File: src/rtl/obi_arb_pkg.sv
// Shared types for the two-master OBI arbiter in front of mm_ram.
package obi_arb_pkg;

    localparam int ADDR_WIDTH = 32;
    localparam int DATA_WIDTH = 32;

    typedef enum logic {
        OWNER_CORE = 1'b0,
        OWNER_SBA  = 1'b1
    } owner_id_e;

    typedef struct packed {
        logic [ADDR_WIDTH-1:0]   addr;
        logic                    we;
        logic [DATA_WIDTH/8-1:0] be;
        logic [DATA_WIDTH-1:0]   wdata;
    } obi_req_t;

    typedef struct packed {
        logic                  rvalid;
        logic [DATA_WIDTH-1:0] rdata;
    } obi_rsp_t;

endpackage

File: src/rtl/obi_owner_fifo.sv
// Owner-ID FIFO: remembers which master each granted transaction belongs to,
// so in-order responses can be steered back. Full blocks push even on pop.
module obi_owner_fifo
    import obi_arb_pkg::*;
#(
    parameter int DEPTH = 2
) (
    input  logic      clk_i,
    input  logic      rst_ni,
    input  logic      push,
    input  owner_id_e push_id,
    input  logic      pop,
    output logic      full,
    output logic      empty,
    output owner_id_e head
);

    localparam int PTR_W = (DEPTH > 1) ? $clog2(DEPTH) : 1;
    localparam int CNT_W = $clog2(DEPTH + 1);

    owner_id_e          mem_r [DEPTH];
    logic [PTR_W-1:0]   wr_ptr_r;
    logic [PTR_W-1:0]   rd_ptr_r;
    logic [CNT_W-1:0]   count_r;
    logic               push_ok_s;
    logic               pop_ok_s;

    assign full      = (count_r == CNT_W'(DEPTH));
    assign empty     = (count_r == CNT_W'(0));
    assign push_ok_s = push & ~full;
    assign pop_ok_s  = pop & ~empty;
    assign head      = mem_r[rd_ptr_r];

    // Pointer, count and storage update; pointers wrap at DEPTH.
    always_ff @(posedge clk_i or negedge rst_ni) begin
        if (!rst_ni) begin
            wr_ptr_r <= PTR_W'(0);
            rd_ptr_r <= PTR_W'(0);
            count_r  <= CNT_W'(0);
            for (int i = 0; i < DEPTH; i++) begin
                mem_r[i] <= OWNER_CORE;
            end
        end else begin
            if (push_ok_s) begin
                mem_r[wr_ptr_r] <= push_id;
                wr_ptr_r <= (wr_ptr_r == PTR_W'(DEPTH - 1)) ? PTR_W'(0) : wr_ptr_r + PTR_W'(1);
            end
            if (pop_ok_s) begin
                rd_ptr_r <= (rd_ptr_r == PTR_W'(DEPTH - 1)) ? PTR_W'(0) : rd_ptr_r + PTR_W'(1);
            end
            case ({push_ok_s, pop_ok_s})
                2'b10:   count_r <= count_r + CNT_W'(1);
                2'b01:   count_r <= count_r - CNT_W'(1);
                default: count_r <= count_r;
            endcase
        end
    end

endmodule

File: src/rtl/obi_sba_arbiter.sv
// Round-robin arbiter merging the core data port (m0) and the debug SBA master (m1)
// onto the single mm_ram port, with in-order response routing and bounded outstanding.
module obi_sba_arbiter #(
    parameter int ADDR_WIDTH      = 32,
    parameter int DATA_WIDTH      = 32,
    parameter int MAX_OUTSTANDING = 2
) (
    input  logic                    clk_i,
    input  logic                    rst_ni,
    input  logic                    m0_req_i,
    output logic                    m0_gnt_o,
    input  logic [ADDR_WIDTH-1:0]   m0_addr_i,
    input  logic                    m0_we_i,
    input  logic [DATA_WIDTH/8-1:0] m0_be_i,
    input  logic [DATA_WIDTH-1:0]   m0_wdata_i,
    output logic                    m0_rvalid_o,
    output logic [DATA_WIDTH-1:0]   m0_rdata_o,
    input  logic                    m1_req_i,
    output logic                    m1_gnt_o,
    input  logic [ADDR_WIDTH-1:0]   m1_addr_i,
    input  logic                    m1_we_i,
    input  logic [DATA_WIDTH/8-1:0] m1_be_i,
    input  logic [DATA_WIDTH-1:0]   m1_wdata_i,
    output logic                    m1_rvalid_o,
    output logic [DATA_WIDTH-1:0]   m1_rdata_o,
    output logic                    s_req_o,
    input  logic                    s_gnt_i,
    output logic [ADDR_WIDTH-1:0]   s_addr_o,
    output logic                    s_we_o,
    output logic [DATA_WIDTH/8-1:0] s_be_o,
    output logic [DATA_WIDTH-1:0]   s_wdata_o,
    input  logic                    s_rvalid_i,
    input  logic [DATA_WIDTH-1:0]   s_rdata_i,
    output logic                    resp_err_o
);

    import obi_arb_pkg::*;

    owner_id_e winner_s;
    owner_id_e prio_r;
    owner_id_e lock_id_r;
    owner_id_e head_s;
    logic      lock_valid_r;
    logic      full_s;
    logic      empty_s;
    logic      hs_s;
    logic      resp_err_r;

    assign s_req_o = (m0_req_i | m1_req_i) & ~full_s;
    assign hs_s    = s_req_o & s_gnt_i;

    // Winner selection: a stalled request keeps its owner until the slave grants it.
    always_comb begin
        winner_s = OWNER_CORE;
        if (lock_valid_r) begin
            winner_s = lock_id_r;
        end else if (m0_req_i && !m1_req_i) begin
            winner_s = OWNER_CORE;
        end else if (m1_req_i && !m0_req_i) begin
            winner_s = OWNER_SBA;
        end else if (m0_req_i && m1_req_i) begin
            winner_s = prio_r;
        end else begin
            winner_s = OWNER_CORE;
        end
    end

    // Slave-side attribute mux; idle cycles show master 0's attributes.
    always_comb begin
        s_addr_o  = m0_addr_i;
        s_we_o    = m0_we_i;
        s_be_o    = m0_be_i;
        s_wdata_o = m0_wdata_i;
        if (s_req_o && (winner_s == OWNER_SBA)) begin
            s_addr_o  = m1_addr_i;
            s_we_o    = m1_we_i;
            s_be_o    = m1_be_i;
            s_wdata_o = m1_wdata_i;
        end else begin
            s_addr_o  = m0_addr_i;
            s_we_o    = m0_we_i;
            s_be_o    = m0_be_i;
            s_wdata_o = m0_wdata_i;
        end
    end

    assign m0_gnt_o = hs_s & (winner_s == OWNER_CORE);
    assign m1_gnt_o = hs_s & (winner_s == OWNER_SBA);

    // Round-robin priority, stall lock and sticky spurious-response flag.
    always_ff @(posedge clk_i or negedge rst_ni) begin
        if (!rst_ni) begin
            prio_r       <= OWNER_CORE;
            lock_valid_r <= 1'b0;
            lock_id_r    <= OWNER_CORE;
            resp_err_r   <= 1'b0;
        end else begin
            if (hs_s) begin
                prio_r       <= owner_id_e'(~winner_s);
                lock_valid_r <= 1'b0;
            end else if (s_req_o) begin
                lock_valid_r <= 1'b1;
                lock_id_r    <= winner_s;
            end
            if (s_rvalid_i && empty_s) begin
                resp_err_r <= 1'b1;
            end
        end
    end

    obi_owner_fifo #(
        .DEPTH (MAX_OUTSTANDING)
    ) u_owner_fifo (
        .clk_i   (clk_i),
        .rst_ni  (rst_ni),
        .push    (hs_s),
        .push_id (winner_s),
        .pop     (s_rvalid_i),
        .full    (full_s),
        .empty   (empty_s),
        .head    (head_s)
    );

    assign m0_rvalid_o = s_rvalid_i & ~empty_s & (head_s == OWNER_CORE);
    assign m1_rvalid_o = s_rvalid_i & ~empty_s & (head_s == OWNER_SBA);
    assign m0_rdata_o  = s_rdata_i;
    assign m1_rdata_o  = s_rdata_i;
    assign resp_err_o  = resp_err_r;

endmodule

File: config.mk
export PLATFORM = sky130hd
export DESIGN_NAME = obi_sba_arbiter
export DESIGN_NICKNAME = d
export VERILOG_FILES = /design/src/rtl/obi_arb_pkg.sv /design/src/rtl/obi_owner_fifo.sv /design/src/rtl/obi_sba_arbiter.sv
export SDC_FILE = /design/constraint.sdc
export NUM_CORES = 1
export LEC_CHECK = 0
export ABC_AREA = 1
export CAP_MARGIN = 0
export CORE_AREA = 2 2 121 123
export DETAILED_ROUTE_END_ITERATION = 8
export DIE_AREA = 0 0 123 125
export SYNTH_ARGS = -nofsm -noshare
export SYNTH_HDL_FRONTEND = slang
export SYNTH_HIERARCHICAL = 1
export SYNTH_SLANG_ARGS = --single-unit
File: constraint.sdc
create_clock -name clk_i -period 1.81 [get_ports clk_i]
set_input_delay 0.362 -clock clk_i [delete_from_list [all_inputs] [get_ports clk_i]]
set_output_delay 0.362 -clock clk_i [all_outputs]
set_load 0.03 [all_outputs]
==> results.md <==
- Status: complete, but fails checks
- Failing checks: negative setup slack
- Critical Path Fanout Max: 5
- CTS max path bufs: 2
- Clock slew at reported path FFs: 40 ps
- Width of the chip: 123 microns
- Tmin final: 2070 ps
- Vias in the first global route: 2962
- Mapped cell area: 2080 sq um
- Port bufs: 218
- Post-Route WL: 11200 microns
- Pwr per Cell Area: 1500 nW/um^2
- Max Fclk: 0.483 GHz
- Unrepaired setup endpoints after global routing: true
- Mean Syn Cell Area: 5.62 sq um
- CP required: 1450 ps
- Crit start category: flop
- Pleak: 0.00236 uW
- Hold Vio Cnt, Final: 0
- Crit. Startpoint: u_owner_fifo/count_r[1]$_DFFE_PN0P_
- Tcrit/Tclk final: 1.14
- Placed cell count: 697
- IO Count: 315
- Drt wl/cell: 15.4 microns
- Sequential-to-total area share from yosys stat: 0.120
- DP Area: 3820 sq um
- Worst Setup Path Type: reg2out
- Slew Limit Fails: 0
- Synthesis Warnings: 6
- Flop2flop setup slack: 210 ps
- Cells after Synth: 370
- Skew-Pair Late Insertion Delay: 230 ps
- Root buffer cell: clkbuf_16
- Origin of the critical flop-to-flop path: u_owner_fifo/count_r[1]$_DFFE_PN0P_
- Post-route cell area: 4980 sq um
- Final GP Congestion: 0.735
- R2R cell count: 11
- Layout area overhead: 139%
- Worst Clk Skew: 0.734 ps
- Peak VDD IR: 0.592 mV
- Register bit total from synthesis: 10
- Diodes inserted: 0
- GRT Overall Usage: 0.130
- Largest net degree at the start of global routing: 30
- Post-Synthesis Net Count: 547
- Hpwl dp: 6720 microns
- CP arrival: 1710 ps
- First-pass GRT wire length: 15500 microns
- Routed Antenna Nets: 0
- Starting Density: 0.146
- Die area: 15400 sq um
- Core Area: 14200 sq um
- Most frequent cells in the layout: clkdlybuf4s50_1, nand2_1, buf_6
- Initial antenna violation count: 0
- CTS tree: done
- Fraction of layout cells with a size suffix above 1: 0.343
- Detailed-router iteration count before antenna repair: 4
- End-of-flow core utilization: 0.350
- Worst Hold Class: in2async
- Final WS setup: -260 ps
- Total gr overflow: 0
- Worst slew pin tran: 449 ps
- Total clock sinks: 10
- Die height: 125 microns
- Commonest non-fill, non-tap cell in the layout: clkdlybuf4s50_1
- Max transition margin: 0.700
- FF-to-FF End: u_owner_fifo/count_r[1]$_DFFE_PN0P_
- Max cap viols: 0
- Final Non-Filler Cells: 729
- Crit path capture type: output port
- Routed vias: 2983
- Critical Path End: s_addr_o[1]
- CTS Hold Bufs: 0
- Post-layout net count: 724
- Count of cell types in the netlist: 19
- DRC violations left: 0
- Cell Rows: 44
- Final setup vio count: 70
- Via density: 4.09
- H-tree levels: 1
- CTS buffer count: 3
- Drt first-iter violations: 82
[stage by stage]
step | worst slack (ps) | TNS (ps) | total power (uW) | hold WS (ps)
floorplan | 75.2 | 0 | 3460 | 66.4
global placement | -386 | -23660 | 4850 | 444
detailed placement | -368 | -23910 | 4850 | 456
CTS | -259 | -11980 | 7100 | 464
global route | -339 | -18270 | 7920 | 488
finish | -260 | -12000 | 7450 | 447
[synth_stat cells]
cell / n / share of area
o21ai_0: 1 / 0.0024
nor2_1: 5 / 0.0090
nand4_1: 3 / 0.0090
buf_2: 7 / 0.017
buf_6: 8 / 0.043
nand2_1: 165 / 0.30
buf_4: 72 / 0.26
nor3b_1: 1 / 0.0036
inv_1: 13 / 0.023
a21o_1: 1 / 0.0036
nand2_4: 1 / 0.0054
nand2_2: 1 / 0.0030
a21oi_2: 1 / 0.0042
inv_2: 3 / 0.0054
ha_1: 1 / 0.0060
xnor2_1: 1 / 0.0042
nor3_1: 1 / 0.0024
nand3_1: 75 / 0.18
dfrtp_1: 10 / 0.12
[metal layers]
| metal | part of all wire | routed length, microns | vias to the layer above | global-route usage |
|---|---|---|---|---|
| met3 | 0.10 | 1170 | 42 | 0.0351 |
| met1 | 0.39 | 4370 | 1327 | 0.158 |
| met5 | 0 | 0 | - | 0 |
| met4 | 0.029 | 330 | 0 | 0.0441 |
| met2 | 0.48 | 5360 | 157 | 0.219 |
| li1 | - | - | 1457 | - |
[cell type report]
type	instances	area (sq um)
clock buffers	3	75.1
fillers	1497	9230
inverters	16	62.6
multi-input cells	257	1360
flip-flops and latches	10	250
well taps	184	230
repair buffers	259	3000
[critical path: stages (launching register included)]
cell and delay [ps]:
dfrtp_1 400, nand2_4 100, inv_4 40, a21oi_4 160, buf_6 140, nand2_8 90, buf_12 150, buf_16 140
nand2_2 60, nand2_2 60, buf_6 140
[worst min-delay path by stage]
| stage | cells past startpoint | from | endpoint | slack [ps] |
|---|---|---|---|---|
| after global routing | 1 | rst_ni | resp_err_o$_DFFE_PN0P_ | 490 |
| after global placement | 1 | resp_err_o$_DFFE_PN0P_ | resp_err_o$_DFFE_PN0P_ | 440 |
| after CTS | 1 | rst_ni | resp_err_o$_DFFE_PN0P_ | 460 |
| after detailed placement | 1 | resp_err_o$_DFFE_PN0P_ | resp_err_o$_DFFE_PN0P_ | 460 |
| after floorplan | 0 | rst_ni | lock_id_r$_DFFE_PN0P_ | 70 |
| final | 1 | rst_ni | u_owner_fifo/count_r[1]$_DFFE_PN0P_ | 450 |
[repair_timing]
action,4_1_cts,5_1_grt
setup buffers,12,4
pin swaps,6,13
gates resized for setup,115,58
setup endpoints to repair,72,74
gates cloned,12,3
[registers in the layout, summed over array words and instances, names as in the netlist]
name and cells:
prio_r 1, u_owner_fifo/rd_ptr_r 1, resp_err_o 1, u_owner_fifo/wr_ptr_r 1, lock_id_r 1, lock_valid_r 1, u_owner_fifo/mem_r 2, u_owner_fifo/count_r 2
[kinds of logic (layout without fill, tap and decap cells)]
group	Yosys count	count (layout)	synth area share
flip-flops	10	10	0.120
XOR/XNOR	1	1	0.00421
buffers and inverters	103	278	0.349
adder cells (fa/ha/maj)	1	1	0.00601
AND/OR/NAND/NOR	252	252	0.511
AO/OA/AOI/OAI	3	3	0.0102
[power by group]
part / switching (uW) / internal [uW] / total [uW] / leakage (uW)
logic: 3530 / 3150 / 6680 / 0.00221
registers: 71.5 / 323 / 395 / 0.000119
clock network: 92.9 / 285 / 378 / 0.0000370
Note: power is estimated with default switching activity, not from simulation.
